## config.mk

```make
export PLATFORM = sky130hd
export DESIGN_NAME = add_post_norm_seq_flat
export DESIGN_NICKNAME = d
export VERILOG_FILES = /design/src/rtl/add_post_norm_seq_if.sv /design/src/rtl/add_post_norm_seq.sv /design/src/flat_wrapper.sv
export SDC_FILE = /design/constraint.sdc
export NUM_CORES = 1
export LEC_CHECK = 0
export BUFFER_PORTS_ARGS = -buffer_cell sky130_fd_sc_hd__buf_4
export CAP_MARGIN = 15
export CORE_ASPECT_RATIO = 1.1
export CORE_UTILIZATION = 43
export DETAILED_ROUTE_END_ITERATION = 12
export HOLD_SLACK_MARGIN = 0.08
export SLEW_MARGIN = 20
export SYNTH_ARGS = -nofsm -noshare
export SYNTH_HDL_FRONTEND = slang
export SYNTH_SLANG_ARGS = --single-unit
```

## constraint.sdc

```tcl
create_clock -name clk -period 4.11 [get_ports clk]
set_input_delay 0.6165 -clock clk [delete_from_list [all_inputs] [get_ports clk]]
set_output_delay 0.6165 -clock clk [all_outputs]
set_load 0.02 [all_outputs]
```

## src/rtl/add_post_norm_seq_if.sv

```systemverilog
// Handshake and operand/result bundle for the add/sub post-normalisation stage.
// The slave side is the normaliser; the master side feeds operands and consumes results.
interface add_post_norm_seq_if #(
  parameter int FRAC_W = 28,
  parameter int EXP_W  = 8
);
  logic              in_valid;
  logic              in_ready;
  logic [FRAC_W-1:0] fract_in;
  logic [EXP_W-1:0]  exp_in;
  logic              sign_in;
  logic              zero_sign;
  logic [1:0]        rmode;
  logic              out_valid;
  logic              out_ready;
  logic [31:0]       out;
  logic              ine;
  logic              overflow;
  logic              underflow;
  logic              zero;

  modport slave (
    input  in_valid, fract_in, exp_in, sign_in, zero_sign, rmode, out_ready,
    output in_ready, out_valid, out, ine, overflow, underflow, zero
  );

  modport master (
    output in_valid, fract_in, exp_in, sign_in, zero_sign, rmode, out_ready,
    input  in_ready, out_valid, out, ine, overflow, underflow, zero
  );
endinterface

```

## src/rtl/add_post_norm_seq.sv

```systemverilog
// Sequential post-normalisation and rounding for the single-precision add/sub path.
// Left normalisation runs one bit per cycle; rounding and packing take one more cycle.
// fract layout: carry(27) hidden(26) mantissa(25:3) guard(2) round(1) sticky(0).
module add_post_norm_seq #(
  parameter int FRAC_W = 28,
  parameter int EXP_W  = 8
) (
  input logic              clk,
  input logic              rst_n,
  add_post_norm_seq_if.slave bus
);

  typedef enum logic [1:0] {IDLE, SHIFT, ROUND, DONE} state_t;

  localparam logic [EXP_W:0] E_ONE = 1;
  localparam logic [EXP_W:0] E_TWO = 2;
  localparam logic [EXP_W:0] E_MAX = {1'b0, {EXP_W{1'b1}}};

  state_t            state, state_nxt;
  logic [FRAC_W-1:0] f, f_nxt;
  logic [EXP_W:0]    e, e_nxt;
  logic              sgn, zsgn;
  logic [1:0]        rm;

  logic [23:0]       m;
  logic              inexact, inc, to_inf;
  logic [24:0]       m_sum;
  logic [23:0]       m_fin;
  logic [EXP_W:0]    e_fin;
  logic [EXP_W-1:0]  field;
  logic [31:0]       res_c;
  logic              ine_c, ovf_c, unf_c, zero_c;

  assign bus.in_ready  = (state == IDLE);
  assign bus.out_valid = (state == DONE);

  // State, working operand and registered result.
  always_ff @(posedge clk or negedge rst_n) begin
    if (!rst_n) begin
      state         <= IDLE;
      f             <= '0;
      e             <= '0;
      sgn           <= 1'b0;
      zsgn          <= 1'b0;
      rm            <= '0;
      bus.out       <= '0;
      bus.ine       <= 1'b0;
      bus.overflow  <= 1'b0;
      bus.underflow <= 1'b0;
      bus.zero      <= 1'b0;
    end else begin
      state <= state_nxt;
      f     <= f_nxt;
      e     <= e_nxt;
      if (state == IDLE && bus.in_valid) begin
        sgn  <= bus.sign_in;
        zsgn <= bus.zero_sign;
        rm   <= bus.rmode;
      end
      if (state == ROUND) begin
        bus.out       <= res_c;
        bus.ine       <= ine_c;
        bus.overflow  <= ovf_c;
        bus.underflow <= unf_c;
        bus.zero      <= zero_c;
      end
    end
  end

  // Next state and one normalisation step per SHIFT cycle.
  always_comb begin
    state_nxt = state;
    f_nxt     = f;
    e_nxt     = e;
    case (state)
      IDLE: begin
        if (bus.in_valid) begin
          f_nxt     = bus.fract_in;
          e_nxt     = {1'b0, bus.exp_in};
          state_nxt = SHIFT;
        end
      end
      SHIFT: begin
        if (f[27]) begin
          f_nxt     = {1'b0, f[27:2], f[1] | f[0]};
          e_nxt     = e + E_ONE;
          state_nxt = ROUND;
        end else if (f == '0) begin
          state_nxt = ROUND;
        end else if (!f[26] && e > E_ONE) begin
          f_nxt = {f[26:0], 1'b0};
          e_nxt = e - E_ONE;
          // Leave as soon as this shift normalises or reaches e==1, rather than
          // spending an idle SHIFT cycle rediscovering it; the result is unchanged.
          state_nxt = (f[25] || e == E_TWO) ? ROUND : SHIFT;
        end else begin
          state_nxt = ROUND;
        end
      end
      ROUND: state_nxt = DONE;
      DONE:  if (bus.out_ready) state_nxt = IDLE;
      default: state_nxt = IDLE;
    endcase
  end

  // Rounding, overflow saturation and result packing from the normalised operand.
  always_comb begin
    m       = f[26:3];
    inexact = f[2] | f[1] | f[0];
    case (rm)
      2'd0:    inc = f[2] & (f[1] | f[0] | m[0]);
      2'd1:    inc = 1'b0;
      2'd2:    inc = inexact & ~sgn;
      default: inc = inexact & sgn;
    endcase
    m_sum = {1'b0, m} + {24'b0, inc};
    if (m_sum[24]) begin
      m_fin = m_sum[24:1];
      e_fin = e + E_ONE;
    end else begin
      m_fin = m_sum[23:0];
      e_fin = e;
    end
    field  = m_fin[23] ? e_fin[EXP_W-1:0] : '0;
    to_inf = (rm == 2'd0) || (rm == 2'd2 && !sgn) || (rm == 2'd3 && sgn);
    zero_c = (f == '0);
    ovf_c  = 1'b0;
    ine_c  = inexact;
    unf_c  = 1'b0;
    if (zero_c) begin
      res_c = {zsgn, 31'b0};
      ine_c = 1'b0;
    end else if (e_fin >= E_MAX) begin
      ovf_c = 1'b1;
      ine_c = 1'b1;
      res_c = to_inf ? {sgn, 8'hFF, 23'b0} : {sgn, 31'h7F7F_FFFF};
    end else begin
      res_c = {sgn, field, m_fin[22:0]};
      unf_c = (field == '0) && inexact;
    end
  end

endmodule
```

## src/flat_wrapper.sv

```systemverilog
// flat-port wrapper written by rule: the top's interface ports become plain ports
module add_post_norm_seq_flat 
#(
  parameter int FRAC_W = 28,
  parameter int EXP_W  = 8
)
  (clk, rst_n, bus_in_valid, bus_fract_in, bus_exp_in, bus_sign_in, bus_zero_sign, bus_rmode, bus_out_ready, bus_in_ready, bus_out_valid, bus_out, bus_ine, bus_overflow, bus_underflow, bus_zero);
  add_post_norm_seq_if #(.FRAC_W(FRAC_W), .EXP_W(EXP_W)) bus_i ();
  input logic clk;
  input logic rst_n;
  input wire logic [$bits(bus_i.in_valid)-1:0] bus_in_valid;
  input wire logic [$bits(bus_i.fract_in)-1:0] bus_fract_in;
  input wire logic [$bits(bus_i.exp_in)-1:0] bus_exp_in;
  input wire logic [$bits(bus_i.sign_in)-1:0] bus_sign_in;
  input wire logic [$bits(bus_i.zero_sign)-1:0] bus_zero_sign;
  input wire logic [$bits(bus_i.rmode)-1:0] bus_rmode;
  input wire logic [$bits(bus_i.out_ready)-1:0] bus_out_ready;
  output wire logic [$bits(bus_i.in_ready)-1:0] bus_in_ready;
  output wire logic [$bits(bus_i.out_valid)-1:0] bus_out_valid;
  output wire logic [$bits(bus_i.out)-1:0] bus_out;
  output wire logic [$bits(bus_i.ine)-1:0] bus_ine;
  output wire logic [$bits(bus_i.overflow)-1:0] bus_overflow;
  output wire logic [$bits(bus_i.underflow)-1:0] bus_underflow;
  output wire logic [$bits(bus_i.zero)-1:0] bus_zero;
  assign bus_i.in_valid = bus_in_valid;
  assign bus_i.fract_in = bus_fract_in;
  assign bus_i.exp_in = bus_exp_in;
  assign bus_i.sign_in = bus_sign_in;
  assign bus_i.zero_sign = bus_zero_sign;
  assign bus_i.rmode = bus_rmode;
  assign bus_i.out_ready = bus_out_ready;
  assign bus_in_ready = bus_i.in_ready;
  assign bus_out_valid = bus_i.out_valid;
  assign bus_out = bus_i.out;
  assign bus_ine = bus_i.ine;
  assign bus_overflow = bus_i.overflow;
  assign bus_underflow = bus_i.underflow;
  assign bus_zero = bus_i.zero;
  add_post_norm_seq #(.FRAC_W(FRAC_W), .EXP_W(EXP_W)) u_core (.clk(clk), .rst_n(rst_n), .bus(bus_i));
endmodule
```

==> summary.md <==
| Metric | Value |
|---|---|
| Drt via density | `5.88` |
| CP max stage delay | `0.53 ns` |
| Vias | `4566` |
| Count of pins over their slew limit | `0` |
| Type of the most critical hold path | `input port to asynchronous set/reset pin` |
| FMAX | `0.275 GHz` |
| Routed wire length | `13900 um` |
| Clock Skew | `0.00498 ns` |
| Main synth FF type | `dfrtp_1` |
| Max transition margin | `40.2%` |
| Area grow syn2layout | `18.1%` |
| Initial antenna violation count | `0` |
| RSZ-0062 raised after global routing | `false` |
| Yosys top cell area share | `39.7%` |
| CTS tree | `yes` |
| Largest net degree at the start of global routing | `80` |
| Vias in the first global route | `4267` |
| Worst setup startpoint | `u_core.rm[1]` |
| Finished Layout Cells | `776` |
| Layout cells sized above 1 | `21.1%` |
| CP Capture Type | `flip-flop` |
| CTS-repair resized insts | `0` |
| Number of buffers created by CTS | `9` |
| Drt drc | `0` |
| Mean area per synthesized cell | `8.64 sq um` |
| Most frequent cells in the layout | `buf_4 (89), dfrtp_1 (79), nand2_1 (60)` |
| Worst Tran Pin Value | `0.894 ns` |
| N_diodes | `0` |
| First-pass GRT wire length | `23000 um` |
| Max Cap Viol | `0` |
| Post-Synthesis Net Count | `627` |
| Buf+Inv Stages, Crit Path | `0` |
| GRT Total Usage | `24.5%` |
| Seq/Total Area, Yosys | `39.7%` |
| Post-CTS Setup Repair Bufs | `0` |
| Leak pwr | `2.60 nW` |
| CP delay by family, top | `compound AO/OA/AOI/OAI gates` |
| Initial DRT Pass Iterations | `5` |
| Post-DP HPWL | `9830 um` |
| Period utilization | `88.3%` |
| R2R Path Start | `u_core.rm[1]` |
| Worst EP arrival | `3.86 ns` |
| Max VDD drop | `0.000350 V` |
| Core Region | `11100 sq um` |
| Most used cell, CP | `ha_1` |
| Area contributors post-synth | `dfrtp_1 (40%), a21oi_1 (5.6%), nand2_1 (4.5%)` |
| Hold buffers post-CTS | `0` |
| Clock Sinks | `79` |
| Skew-Pair Late Insertion Delay | `0.34 ns` |
| Setup-failing EPs final | `0` |
| Worst-path maximum fanout | `16` |
| DIE AREA | `12000 sq um` |
| TNS Setup | `0 ns` |
| Top-level port count | `82` |
| Synth warn | `0` |
| Count of cell types in the netlist | `63` |
| Post-route ant nets | `0` |
| Starting Density | `44.8%` |
| Chip height | `115 um` |
| Clock slew at reported path FFs | `0.06 ns` |
| Fillers | `1060` |
| P per Cell Area | `868 nW/um^2` |
| Post-synthesis register bit count | `79` |
| Worst setup SP type | `flip-flop` |
| CP Cell Sequence | `nor2b_1 > ha_1 > nand2b_1 > o21ai_0 > ha_1 > ha_1 > and4_1 > and3_4 > and3_1 > o311a_1 > o21ai_2 > nor4_1 > a221o_1` |
| Worst path required time | `4.34 ns` |
| Status | `complete, no violations` |
| Grt total ovfl | `0` |
| WL/cell | `17.9 um` |
| Post-synthesis cell area | `4980 sq um` |
| Die width | `105 um` |
| CP max-delay cell | `o21ai_2` |
| Root Buffer | `clkbuf_16` |
| H-tree levels | `3` |
| Dpl cells | `761` |
| Buffers on Ports | `81` |
| Final #Nets | `676` |
| FFs w/ async S/R, synth | `100%` |
| Final Hold Fails | `0` |
| CTS max path bufs | `2` |
| WS Path Type | `flip-flop to flip-flop` |
| Placement row count | `40` |
| Mapped Cells | `576` |
| Final RePlAce weighted congestion | `0.881` |
| Area leader, netlist | `dfrtp_1` |
| Post-synth EDFFs | `0` |
| Iteration-0 DRC Markers | `266` |
| Commonest non-fill, non-tap cell in the layout | `buf_4` |
| Post-layout minimum cycle time | `3.63 ns` |
## flip-flops by register name, summed over array words and instances (netlist names), named ones only
register              cells
u_core.bus.ine            1
u_core.bus.out           32
u_core.bus.overflow       1
u_core.bus.underflow      1
u_core.bus.zero           1
u_core.e                  9
u_core.f                 28
u_core.rm                 2
u_core.sgn                1
u_core.state              1
u_core.zsgn               1
## path summary, 6_finish.rpt
path	end	slack, ns	cells past startpoint
hold reg to reg	u_core.bus.out[13]	0.48	2
setup / recovery	u_core.bus.out[23]	0.48	13
max in group asynchronous	u_core.f[14]	3.31	1
setup reg to reg	u_core.bus.out[23]	0.48	13
min in group clk	u_core.bus.out[13]	0.48	2
hold / removal	u_core.bus.out[28]	0.31	1
## cell families (layout without fill, tap and decap cells)
logic type      Yosys count  in the layout  synth area share [%]
compound gates          175            175                  23.8
xor+xnor                 28             28                  4.93
fa+ha+maj                 7              7                  1.76
buf+inv                  59            112                  5.98
flops                    79             79                  39.7
mux                       5              5                  1.11
simple gates            223            223                  22.7
## per-stage QoR
stage / hold WS [ns] / util [%] / power [W] / instance area [sq um] / setup slack [ns]
global route: 0.386 / 52.9 / 0.00552 / 5880 / 0.237
finish: 0.312 / 52.9 / 0.00510 / 5880 / 0.480
global placement: 0.464 / 50.2 / 0.00423 / 5580 / 0.567
floorplan: 0.321 / - / 0.00350 / 4980 / 1.04
CTS: 0.483 / 52.9 / 0.00511 / 5870 / 0.484
detailed placement: 0.469 / 50.2 / 0.00429 / 5580 / 0.513
## worst reg2reg max path: stages, from the launching register on
cell and delay (ns):
dfrtp_1 0.41, nor2b_1 0.15, ha_1 0.26, nand2b_1 0.10, o21ai_0 0.10, ha_1 0.26
ha_1 0.23, and4_1 0.25, and3_4 0.24, and3_1 0.18, o311a_1 0.37, o21ai_2 0.53
nor4_1 0.14, a221o_1 0.28
## routing by layer
layer	up-vias	share of wire [%]	global-route usage [%]
met5	-	0	0
li1	2216	-	-
met2	142	46	37.1
met4	0	1.7	9.14
met1	2191	47	35.8
met3	17	5.7	3.23
## power by group
group | switching [W] | leakage [nW] | internal, W
sequential | 0.000522 | 0.948 | 0.00115
clock | 0.000330 | 0.145 | 0.000484
combinational | 0.00156 | 1.51 | 0.00106
total | 0.00241 | 2.60 | 0.00269
## layout make-up
class                           instances  area [sq um]  share of cell area (%)
Clock buffer                           10           239                    4.07
Timing Repair Buffer                   90           679                    11.6
Multi-Input combinational cell        438          2720                    46.2
Sequential cell                        79          1980                    33.6
Tap cell                              147           184                    3.13
Clock inverter                          5          56.3                   0.958
Inverter                                7          26.3                   0.447
## synth_stat cells, types with 9 or more instances
cell      number
nand3_1       17
buf_2         16
xnor2_1       16
nor2_1        49
clkbuf_1      28
xor2_1        12
a22oi_1        9
nor3_1        12
nand2_1       60
nand4_1       12
o21ai_2       11
a221oi_1      25
a21oi_1       56
dfrtp_1       79
o21ai_0       27
and3_1        35
Note: power is estimated with default switching activity, not from simulation.
